$ cat config.mk
export PLATFORM = sky130hd
export DESIGN_NAME = multi_port_latency_memory
export DESIGN_NICKNAME = d
export VERILOG_FILES = /design/src/rtl/multi_port_latency_memory.sv
export SDC_FILE = /design/constraint.sdc
export NUM_CORES = 1
export LEC_CHECK = 0
export CAP_MARGIN = 10
export CELL_PAD_IN_SITES_DETAIL_PLACEMENT = 0
export CELL_PAD_IN_SITES_GLOBAL_PLACEMENT = 1
export CORE_MARGIN = 2
export CORE_UTILIZATION = 56
export DETAILED_ROUTE_END_ITERATION = 8
export GPL_TIMING_DRIVEN = 0
export PLACE_DENSITY = 0.87
export SLEW_MARGIN = 10
export SYNTH_ARGS = -nofsm -noshare
export SYNTH_HDL_FRONTEND = slang
export SYNTH_SLANG_ARGS = --single-unit
export TNS_END_PERCENT = 20
$ cat constraint.sdc
create_clock -name clk -period 2.55 [get_ports clk]
set_input_delay 0.51 -clock clk [delete_from_list [all_inputs] [get_ports clk]]
set_output_delay 0.51 -clock clk [all_outputs]
set_load 0.005 [all_outputs]
$ cat src/rtl/multi_port_latency_memory.sv
// -----------------------------------------------------------------------------
// multi_port_latency_memory
//
// Shared storage macro: one byte-enabled write port and NUM_RD independent
// read ports. Each read port has a fixed DATA_LAT-deep valid/error/data
// pipeline, so a request sampled on edge N is presented during the cycle
// after edge N+DATA_LAT-1. DEPTH need not be a power of two; accesses at or
// above DEPTH are flagged (w_err one cycle after the write, r_err aligned
// with r_dvalid) and never touch the array.
//
// Build option:
//   MEM_FWD_EN  defined     -> a read colliding with an in-range write on the
//                              same edge returns the merged (post-write) word.
//               not defined -> the same collision returns the pre-write word.
//   The array update is identical in both builds.
//
// Ports:
//   clk        in   rising-edge clock
//   rst_n      in   asynchronous active-low reset (pipelines only, not array)
//   w_valid    in   write request
//   w_addr     in   [ADDR_WIDTH]           write address
//   w_data     in   [DATA_WIDTH]           write data
//   w_be       in   [BE_WIDTH]             byte enables, bit i -> byte i
//   w_err      out  out-of-range write flag, one cycle after the write
//   r_avalid   in   [NUM_RD]               per-port read request
//   r_addr     in   [NUM_RD*ADDR_WIDTH]    port p at [p*ADDR_WIDTH +: ADDR_WIDTH]
//   r_dvalid   out  [NUM_RD]               per-port read data valid
//   r_data     out  [NUM_RD*DATA_WIDTH]    port p at [p*DATA_WIDTH +: DATA_WIDTH]
//   r_err      out  [NUM_RD]               per-port out-of-range flag
// -----------------------------------------------------------------------------
module multi_port_latency_memory #(
  parameter  int DATA_WIDTH = 32,
  parameter  int ADDR_WIDTH = 4,
  parameter  int DEPTH      = 16,
  parameter  int NUM_RD     = 2,
  parameter  int DATA_LAT   = 2,
  localparam int BE_WIDTH   = DATA_WIDTH / 8
) (
  input  logic                           clk,
  input  logic                           rst_n,
  input  logic                           w_valid,
  input  logic [ADDR_WIDTH-1:0]          w_addr,
  input  logic [DATA_WIDTH-1:0]          w_data,
  input  logic [BE_WIDTH-1:0]            w_be,
  output logic                           w_err,
  input  logic [NUM_RD-1:0]              r_avalid,
  input  logic [NUM_RD*ADDR_WIDTH-1:0]   r_addr,
  output logic [NUM_RD-1:0]              r_dvalid,
  output logic [NUM_RD*DATA_WIDTH-1:0]   r_data,
  output logic [NUM_RD-1:0]              r_err
);

  // Index width into the DEPTH-entry array. Only used once the full address
  // has been range-checked, so dropping upper address bits is safe.
  localparam int IDX_W = (DEPTH > 1) ? $clog2(DEPTH) : 1;

  // Range limit one bit wider than the address so DEPTH == 2**ADDR_WIDTH fits.
  localparam logic [ADDR_WIDTH:0] DEPTH_X = (ADDR_WIDTH + 1)'(DEPTH);

  logic                          w_in_rng;
  logic                          w_hit;
  logic [DATA_WIDTH-1:0]         mem_q [DEPTH];

  logic [NUM_RD-1:0]             r_in_rng;
  logic [NUM_RD-1:0]             rd_err_d;
  logic [NUM_RD*DATA_WIDTH-1:0]  rd_data_d;

  logic [DATA_LAT-1:0][NUM_RD-1:0]            vld_q;
  logic [DATA_LAT-1:0][NUM_RD-1:0]            err_q;
  logic [DATA_LAT-1:0][NUM_RD*DATA_WIDTH-1:0] dat_q;
  logic                                       w_err_q;

  assign w_in_rng = ({1'b0, w_addr} < DEPTH_X);
  assign w_hit    = w_valid & w_in_rng;

  // Storage array: no reset, contents undefined until written.
  always_ff @(posedge clk) begin
    if (w_hit) begin
      for (int b = 0; b < BE_WIDTH; b++) begin
        if (w_be[b]) begin
          mem_q[w_addr[IDX_W-1:0]][8*b +: 8] <= w_data[8*b +: 8];
        end
      end
    end
  end

  // First read stage input. Data is forced to zero for idle ports and for
  // out-of-range requests so an idle pipeline always drains to zero.
  always_comb begin
    r_in_rng  = '0;
    rd_err_d  = '0;
    rd_data_d = '0;
    for (int p = 0; p < NUM_RD; p++) begin
      r_in_rng[p] = ({1'b0, r_addr[p*ADDR_WIDTH +: ADDR_WIDTH]} < DEPTH_X);
      rd_err_d[p] = r_avalid[p] & ~r_in_rng[p];
      if (r_avalid[p] && r_in_rng[p]) begin
        rd_data_d[p*DATA_WIDTH +: DATA_WIDTH] = mem_q[r_addr[p*ADDR_WIDTH +: IDX_W]];
`ifdef MEM_FWD_EN
        // Same-edge collision: overlay the enabled bytes of the incoming write.
        if (w_hit && (w_addr == r_addr[p*ADDR_WIDTH +: ADDR_WIDTH])) begin
          for (int b = 0; b < BE_WIDTH; b++) begin
            if (w_be[b]) begin
              rd_data_d[p*DATA_WIDTH + 8*b +: 8] = w_data[8*b +: 8];
            end
          end
        end
`endif
      end
    end
  end

  // Read pipelines and write error flag. Reset drops everything in flight.
  always_ff @(posedge clk or negedge rst_n) begin
    if (!rst_n) begin
      vld_q   <= '0;
      err_q   <= '0;
      dat_q   <= '0;
      w_err_q <= 1'b0;
    end else begin
      vld_q[0] <= r_avalid;
      err_q[0] <= rd_err_d;
      dat_q[0] <= rd_data_d;
      for (int s = 1; s < DATA_LAT; s++) begin
        vld_q[s] <= vld_q[s-1];
        err_q[s] <= err_q[s-1];
        dat_q[s] <= dat_q[s-1];
      end
      w_err_q <= w_valid & ~w_in_rng;
    end
  end

  assign r_dvalid = vld_q[DATA_LAT-1];
  assign r_err    = err_q[DATA_LAT-1];
  assign r_data   = dat_q[DATA_LAT-1];
  assign w_err    = w_err_q;

endmodule

# After elaboration in Yosys (flattened, before gate mapping)
# Memory sizes are Yosys's and may differ from the RTL's.
# Index checks and enable logic that the tools add are counted.
# op_classes
mux	14
# op_table
op	n
32-bit 2-to-1 mux	2
1-bit 2-to-1 mux	12
# word_totals
n_memories	1
elab_cells	19
ramBits	512
reg_bits	132
# memory_table
memory	words	width	read_ports	rd_clocked_by_memory_dff	write_ports	line	text
mem_q	16	32	2	0	1	62	logic [DATA_WIDTH-1:0] mem_q [DEPTH];

# Longest topological paths before layout
# logic_depth
depth_word	3
mapped_depth	8
depth_no_buf	4

# Worst setup path after synthesis
# OpenSTA, ideal clock, no wires.
# synth_timing
kind	input to register
start	input r_addr[0]
end	register dat_q[20] (netlist name)
path_stages	6
path_buffers	3
setup_ns	0.134
arrival_ns	1.638
path_slack_ns	0.778
cell_sequence	buf_6 -> buf_6 -> buf_6 -> mux4_2 -> mux2i_1 -> o21ai_0
# synth_via
elab_chain_len	2
# synth_rtl
item	line	text
start, declared	47	input logic [NUM_RD*ADDR_WIDTH-1:0] r_addr,
memory 16 x 32 bit	-	
32-bit 2-to-1 mux	96	if (r_avalid[p] && r_in_rng[p]) begin
named net rd_data_d[20]	66	logic [NUM_RD*DATA_WIDTH-1:0] rd_data_d;
end signal, assigned by index	126	dat_q[s] <= dat_q[s-1];
end, declared	70	logic [DATA_LAT-1:0][NUM_RD*DATA_WIDTH-1:0] dat_q;
# The timed path passes the listed nets, and every way through them passes these cells.

# Final worst setup path
# layout_timing
start	input w_addr[2]
end	memory mem_q[7][20], enable pin
# layout_lines
item	line	text
start, declared	42	input logic [ADDR_WIDTH-1:0] w_addr,
end, declared	62	
# No word-level cell before the write port.

==> results.cfg <==
[outcome]
outcome = complete, but fails checks
violations = negative setup slack

[setup_path]
crit_path_max_fanout = 8
worst_ep_arrival_time_ns = 2.87
critical_path_class = in2reg
startpoint_type = primary input
critical_path_required_ns = 2.77
worstPathCellList = clkdlybuf4s50_1 -> nor2b_1 -> nand3_1 -> nor2_1
timing.critical_path.slowest_stage_cell = sky130_fd_sc_hd__nor2_1
endpoint_kind = flop
critical-path-max-stage-delay_ns = 1.04

[die]
design.core.area_um2 = 49860
floorplan.initialDensity = 0.5629
design.die.area_um2 = 51920
die_x_um = 227.9
die_height_um = 227.9
pin_count = 122
placement_rows = 82

[logic_synthesis]
yosys_cell_types = 33
synth_warnings = 0
synth_edf_count = 512
synth.yosys.seq_area_share = 0.6655
postSynth.topFlopCell = sky130_fd_sc_hd__edfxtp_1
synthArstFlopShare = 0.2050
synthesis.area_um2 = 28070
synth-seq-cells = 644
netlist_instances = 1668
syn_avg_cell_area_um2 = 16.83

[timing]
final_setup_violations = 43
rsz0062_at_grt = true
fin_crit_sh = 1.041
max_freq_ghz = 0.3768
hold_viol_final = 0
timing.setup.tns_ns = -1.611
worst_slew_margin_rel = 0.08420
transition_time_at_the_pin_with_the_least_slew_margin_ns = 1.374
postLayoutSetupSlackWorst_ns = -0.1042
final_max_slew_viol_count = 0
fin_hold_ws_ns = 0.3379
fin_worst_skew_ns = 0.02195
post-route-min-period_ns = 2.654

[grt]
grt_pass1_vias = 17390
grt_antenna_before_repair = 2
gr_usage_total = 0.3267
wire_length_of_the_first_global_routing_pass_um = 119400
grt_max_degree = 75
grt-ovfl-total = 0

[pwr]
vdd.ir_drop.worst_mv = 0.5183
final_total_pwr_mw = 24.20
leakage_power_nw = 12.06
power_density_nw_per_um2 = 745.5

[finish]
layout.cell_area.non_filler_um2 = 32460
mostFrequentLayoutCell = sky130_fd_sc_hd__edfxtp_1
nets = 1907
register_area_um2 = 18680
syn_to_final_growth_pct = 15.67
post_route_cells_drive_above_1_share = 0.2065
finish.utilization = 0.6510
fillCellCount = 3452
final_cell_count_no_fill = 2582
layout_common_cells = sky130_fd_sc_hd__edfxtp_1, sky130_fd_sc_hd__mux2i_1, sky130_fd_sc_hd__dfrtp_1
multi_input_gate_area_um2 = 8168

[min_path]
holdCritPathClass = reg2reg

[placement]
placement.io_buffers = 112
dpl_cell_area_um2 = 30070
globalplace.congestion = 0.9355
dp.final_hpwl_um = 54130
placed_instances = 2455
dp_slack_ns = -0.6607

[clocking]
cts.root.buffer_cell = sky130_fd_sc_hd__clkbuf_16
cts_max_path_bufs = 3
clock_latency_late_sink_ns = 0.62
cts.reportedPaths.clkPinSlew_ns = 0.06
post-cts-setup-buffers = 0
deepest_level_of_the_cts_h_tree = 3
sink_count = 644
cts_inserted_buffers = 68
tritoncts_clock_tree = done

[route]
route.detailed.drc = 0
vias = 17450
drt_pass1_iterations = 8
avgRoutedWirePerCell_um = 33.01
detail_route.wirelength_um = 85220
drtAntennaViolNets = 0
drt_first_iter_violations = 2689
detail_route.vias_per_cell = 6.757

[job]
max_cap_viol_count = 0
cell usage after synthesis, types with 26 or more instances:
master | count | area (um^2)
sky130_fd_sc_hd__o21ai_0 | 33 | 165.2
sky130_fd_sc_hd__mux4_2 | 113 | 2545
sky130_fd_sc_hd__buf_4 | 85 | 638.1
sky130_fd_sc_hd__o22ai_1 | 35 | 219.0
sky130_fd_sc_hd__buf_2 | 26 | 130.1
sky130_fd_sc_hd__mux2i_1 | 301 | 3013
sky130_fd_sc_hd__nor2_1 | 69 | 259.0
sky130_fd_sc_hd__a22oi_1 | 113 | 848.3
sky130_fd_sc_hd__dfrtp_1 | 132 | 3303
sky130_fd_sc_hd__clkbuf_1 | 37 | 138.9
sky130_fd_sc_hd__edfxtp_1 | 512 | 15370
sky130_fd_sc_hd__nand2_1 | 73 | 274.0
final cells by class:
cell class	instances	area share
Antenna cell	2	0.0001542
Clock inverter	27	0.008672
Timing Repair Buffer	114	0.03573
Clock buffer	97	0.06375
Inverter	1	0.0001156
Multi-Input combinational cell	844	0.2516
Buffer	181	0.03870
Sequential cell	644	0.5754
Tap cell	672	0.02590
state kept, by name, indices dropped and copies added (netlist names):
| register | cells |
|---|---|
| mem_q | 512 |
| dat_q | 64 |
| r_data | 64 |
| r_dvalid | 2 |
| vld_q | 2 |
worst max-delay path, delay by kind of cell:
| family | cells | cell delay [ns] |
|---|---|---|
| buffers and inverters | 1 | 0.70 |
| and+or+nand+nor | 3 | 1.65 |
repair_timing:
| action | in CTS | in global routing |
|---|---|---|
| gates resized for setup | 1 | 10 |
| hold endpoints to repair | 58 | 0 |
| setup endpoints to repair | 8 | 80 |
| hold buffers | 1 | 0 |
power by group:
part	switching (mW)	leakage, nW	internal, mW
clock network	4.09	1.16	6.26
registers	0.0932	6.30	11.6
logic	1.24	4.59	0.889
per-layer routing:
layer,vias to the layer above,wire (um),track usage
met4,2,5530,0.2108
met5,-,11,0
met2,1477,37760,0.4793
met3,323,12020,0.09963
li1,6936,-,-
met1,8709,29900,0.4269
path summary, 6_finish.rpt:
path                       cells past startpoint  slack, ns                      to                   start
max                                            4      -0.10  mem_q[7][20]$_DFFE_PP_               w_addr[2]
min                                            0       0.34    r_data[26]$_DFF_PN0_     dat_q[26]$_DFF_PN0_
max reg2reg                                    3       0.93     dat_q[11]$_DFF_PN0_  mem_q[7][11]$_DFFE_PP_
min reg2reg                                    0       0.34    r_data[26]$_DFF_PN0_     dat_q[26]$_DFF_PN0_
max in group asynchronous                      3       1.35     dat_q[39]$_DFF_PN0_                   rst_n
min in group asynchronous                      2       0.43     dat_q[49]$_DFF_PN0_                   rst_n
kinds of logic (layout without fill, tap and decap cells):
kind of cell    after synthesis  in the layout  share of synthesized area
compound gates              236            236                    0.05840
buf+inv                     182            420                    0.04489
flops                       644            644                     0.6655
mux                         433            433                     0.2057
other cells                   1              5                  0.0001336
simple gates                172            172                    0.02541
(Power assumes the default switching activity.)
